[config.mk]
export PLATFORM = sky130hd
export DESIGN_NAME = sat_counter
export DESIGN_NICKNAME = d
export VERILOG_FILES = /design/src/rtl/sat_counter.sv
export SDC_FILE = /design/constraint.sdc
export NUM_CORES = 1
export LEC_CHECK = 0
export CORE_AREA = 2 2 39 41
export CTS_CLUSTER_DIAMETER = 40
export CTS_CLUSTER_SIZE = 14
export DETAILED_ROUTE_END_ITERATION = 7
export DIE_AREA = 0 0 41 43
export HOLD_SLACK_MARGIN = 0.03
export SKIP_LAST_GASP = 1
export SLEW_MARGIN = 0
export SYNTH_ARGS = -nofsm -noshare
export SYNTH_HDL_FRONTEND = slang
export SYNTH_SLANG_ARGS = --single-unit
[constraint.sdc]
create_clock -name clk -period 3.4 [get_ports clk]
set_input_delay 0.68 -clock clk [delete_from_list [all_inputs] [get_ports clk]]
set_output_delay 0.68 -clock clk [all_outputs]
set_load 0.01 [all_outputs]
[src/rtl/sat_counter.sv]
// Up-counter that sticks at all-ones; synchronous reset and clear.
module sat_counter #(
    parameter int unsigned WIDTH = 8
) (
    input  logic             clk,
    input  logic             rst,
    input  logic             clr,
    input  logic             en,
    output logic [WIDTH-1:0] cnt
);
    logic [WIDTH-1:0] cnt_q, cnt_d;

    always_comb begin
        cnt_d = cnt_q;
        if (clr) begin
            cnt_d = '0;
        end else if (en && (cnt_q != {WIDTH{1'b1}})) begin
            cnt_d = cnt_q + WIDTH'(1);
        end
    end

    always_ff @(posedge clk) begin
        if (rst) begin
            cnt_q <= '0;
        end else begin
            cnt_q <= cnt_d;
        end
    end

    assign cnt = cnt_q;

endmodule

---- After elaboration in Yosys (flattened, before gate mapping) ----
Index checks and enable logic that the tools add are counted.
word-level totals
  bits in registers ....................... 8
  logic and storage cells ................. 5
  memory bits (read-only) ................. 0
  input bits .............................. 4
  latch bits .............................. 0
  memory bits (writable) .................. 0
  output and inout port bits .............. 8
  memories ................................ 0
cells by class
  $add $sub $neg .......................... 1
  $lt $le $gt $ge ......................... 0
  divide/modulo/power cells ............... 0
  equality and inequality tests ........... 1
  bitwise operators ....................... 0
  multiply operators ...................... 0
  muxes and demuxes ....................... 0
  shifts and indexed selects .............. 0
  reductions and logical operators ........ 2
operators with widths
  cell                 count
  $add 8x1->8 const B  1
  $ne 8x8->1 const B   1
  $reduce_or 2->1      1
  $logic_and 1x1->1    1

---- Logic depth before layout (Yosys ltp) ----
  depth after elaboration ................. 2
  depth in mapped cells ................... 4
  gate-level depth less buffers ........... 4

---- Worst setup path before layout ----
OpenSTA, ideal clock, no wires.
  path kind ............................... input to register
  from .................................... in en
  to ...................................... reg cnt_q[5], in the netlist cnt[5]
  arrival ................................. 1361 ps
  required time ........................... 3300 ps
  stages on the path ...................... 3
  setup time .............................. 100 ps
  buffers on the path ..................... 0
  path slack .............................. 1940 ps
  cells stage by stage .................... and4_1 > and3_1 > a2111oi_4
on the way
  longest elaborated chain between the ends .. 1
RTL lines
  item                    line  RTL
  start: declaration      8     input logic en,
  $logic_and 1x1->1       17    end else if (en && (cnt_q != {WIDTH{1'b1}})) begin
  end signal: assignment  26    cnt_q <= cnt_d;
  end: declaration        11    logic [WIDTH-1:0] cnt_q, cnt_d;
No other way between the ends.
A chain may end at the register's enable or synchronous reset.

---- Worst setup path in the final report ----
  from .................................... reg cnt_q[3], in the netlist cnt[3]
  to ...................................... out cnt[3]
RTL lines
  item              line  RTL
  end: declaration  9     output logic [WIDTH-1:0] cnt
No word-level cell between the ends.

==> flow_metrics.py <==
metrics = {
    "outcome": {
        "status": "completed",
    },
    "sta": {
        "fin_hold_ws_ns": 0.4948,
        "skew_ns": 0.005131,
        "setup_violations": 0,
        "fmax_mhz": 507.3,
        "slew_headroom": 0.7048,
        "worst_slew_pin_slew_ns": 0.4412,
        "worst_slack_ns": 1.429,
        "layout_min_cycle_time_ns": 1.971,
        "hold_violations": 0,
        "fin_crit_sh": 0.5798,
        "maxSlewViolCount": 0,
        "tns_ns": 0,
        "rsz0062_at_grt": "false",
    },
    "die": {
        "die_h_microns": 43,
        "die_w_microns": 41,
        "coreArea_sq_mm": 0.001384,
        "placementRows": 14,
        "ioPinCount": 12,
        "start_util": 0.3146,
        "dieArea_sq_mm": 0.001763,
    },
    "final_layout": {
        "fin_cells": 76,
        "num_antenna_cells": 0,
        "syn2layout_area_growth_pct": 33.33,
        "largest_reg_flops": 8,
        "drive_gt1_frac": 0.08333,
        "nets": 67,
    },
    "grt": {
        "grt-ovfl-total": 0,
        "grt_antenna_before_repair": 0,
        "track_usage": 0.1324,
        "grt_max_degree": 9,
        "grt_pass1_vias": 380,
        "grt_pass1_wl_microns": 1518,
    },
    "clock_tree": {
        "hold_buffers": 0,
        "clock_path_buffers": 2,
        "cts_buffers": 3,
        "htree_levels": 1,
        "cts_setup_buffers": 0,
        "post_cts_resized": 0,
        "clk_latency_ns": 0.26,
        "path_clk_slew_ns": 0.06,
        "clkSinkCount": 8,
        "cts_tree": "yes",
        "cts_root_buf": "clkbuf_4",
    },
    "worst_setup_path": {
        "r2r_end": "cnt[6]",
        "r2r-start": "cnt[0]",
        "critPathCapture": "cnt[3]",
        "end_kind": "output port",
        "crit_slowest_cell": "clkdlybuf4s50_1",
        "cp-startpoint": "cnt[3]",
        "crit_cells": 1,
        "worstSetupStartpointType": "flip-flop",
        "cp_max_fo": 8,
        "reg2reg_slack_ns": 1.96,
        "crit_chain": "clkdlybuf4s50_1",
        "crit_family": "buffers and inverters",
        "crit_type": "reg -> out",
        "cp.required_ns": 2.72,
        "r2r_cells": 4,
        "critPathArrivalTime_ns": 1.29,
        "critPathBufInv": 1,
        "critPathMaxStageDelay_ns": 0.58,
    },
    "placement": {
        "preCtsSetupSlack_ns": 1.340,
        "portBuffers": 11,
        "placedCellCount": 73,
        "place_congestion": 0.6807,
        "dp_hpwl_microns": 681.4,
    },
    "detailed_routing": {
        "route.vias.total": 411,
        "antenna_left": 0,
        "wl_per_cell_microns": 11.61,
        "wl_microns": 882,
        "dr.pass1.iters": 4,
        "drc": 0,
        "drt-initial-drc-count": 3,
        "drt-vias-per-instance": 5.408,
    },
    "pwr": {
        "p_leak_nw": 0.2090,
        "p_total_w": 0.0001819,
        "ir_drop_mv": 0.2040,
        "p_per_area_mw_per_mm2": 313.4,
    },
    "synth": {
        "yosys_warnings": 0,
        "yosysTopAreaCell": "dfxtp_1",
        "yosysUniqueCellTypes": 21,
        "synth_nets": 52,
        "synth_area_leaders": "dfxtp_1, mux2i_1, a2111oi_4",
        "synthesis.area_sq_um": 435.4,
        "synthCells": 47,
        "yosysTopAreaCellShare": 0.3678,
        "ys_seq_area_frac": 0.3678,
        "ys_ff_latch": 8,
        "synth.avg_cell_area_sq_um": 9.264,
    },
    "hold_path": {
        "hold_path.class": "reg -> reg",
    },
    "flow_run": {
        "maxCapViolCount": 0,
    },
}
-- how the worst min path moves through the flow --
stage / endpoint / depth (start not counted) / from / slack [ns]
after global placement: cnt[1] / 2 / cnt[1] / 0.48
after global routing: cnt[0] / 2 / cnt[0] / 0.52
after detailed placement: cnt[1] / 2 / cnt[1] / 0.49
after floorplan: cnt[1] / 2 / cnt[1] / 0.50
final: cnt[1] / 2 / cnt[1] / 0.49
after CTS: cnt[1] / 2 / cnt[1] / 0.50
-- cells in the final DEF (no fill, tap or decap) --
cell / synthesis / layout
clkdlybuf4s50_1: 0 / 11
dfxtp_1: 8 / 8
nand2_1: 6 / 6
mux2i_1: 4 / 4
a21oi_1: 4 / 4
or3_1: 3 / 3
and3_1: 3 / 3
clkbuf_4: 0 / 3
and4_1: 2 / 2
a21boi_1: 2 / 2
nand3_1: 2 / 2
nand4_1: 2 / 2
nor2_1: 1 / 1
nor4_1: 1 / 1
inv_1: 1 / 1
o21ai_0: 1 / 1
or4_1: 1 / 1
a21boi_2: 1 / 1
a31oi_1: 1 / 1
a2111oi_4: 1 / 1
and3b_1: 1 / 1
ha_1: 1 / 1
-- per-layer routing --
metal	track usage	vias to the layer above	share of wire
met5	0	-	0
met2	0.1969	8	0.49
met1	0.1346	192	0.42
met3	0.06283	4	0.049
met4	0.1000	0	0.035
li1	-	207	-
-- through the flow --
step	instance area (sq um)	util
2_1_floorplan	435.4	-
3_3_place_gp	558.0	0.4033
4_1_cts	580.6	0.4195
6_report	580.6	0.4195
3_5_place_dp	558.0	0.4033
5_1_grt	580.6	0.4195
-- layout make-up --
type | count | area [sq um]
Clock buffer | 3 | 22.52
Inverter | 1 | 3.754
Multi-Input combinational cell | 37 | 264.0
Timing Repair Buffer | 11 | 110.1
Fill cell | 143 | 803.3
Tap cell | 16 | 20.02
Sequential cell | 8 | 160.2
-- cells in the mapped netlist --
master	n
nand3_1	2
nand4_1	2
a21oi_1	4
ha_1	1
or3_1	3
buf_4	1
nor2_1	1
inv_1	1
nor4_1	1
a31oi_1	1
or4_1	1
a21boi_2	1
o21ai_0	1
and3_1	3
nand2_1	6
and3b_1	1
dfxtp_1	8
and4_1	2
a21boi_1	2
mux2i_1	4
a2111oi_4	1
-- kinds of logic (layout without fill, tap and decap cells) --
group / after synthesis / in the layout / share of synthesized area
AOI/OAI and AO/OA: 10 / 10 / 0.1954
adders and majority gates: 1 / 1 / 0.02873
buffers and inverters: 2 / 15 / 0.02586
DFF: 8 / 8 / 0.3678
muxes: 4 / 4 / 0.09196
and+or+nand+nor: 22 / 22 / 0.2903
-- report_power, final --
group | total [W] | switching [W] | leakage, nW | internal [W]
clock | 0.0000733 | 0.0000329 | 0.0138 | 0.0000404
sequential | 0.0000955 | 0.000000885 | 0.0646 | 0.0000947
combinational | 0.0000131 | 0.00000631 | 0.131 | 0.00000681
No activity file was read; power rests on OpenSTA's default activity.
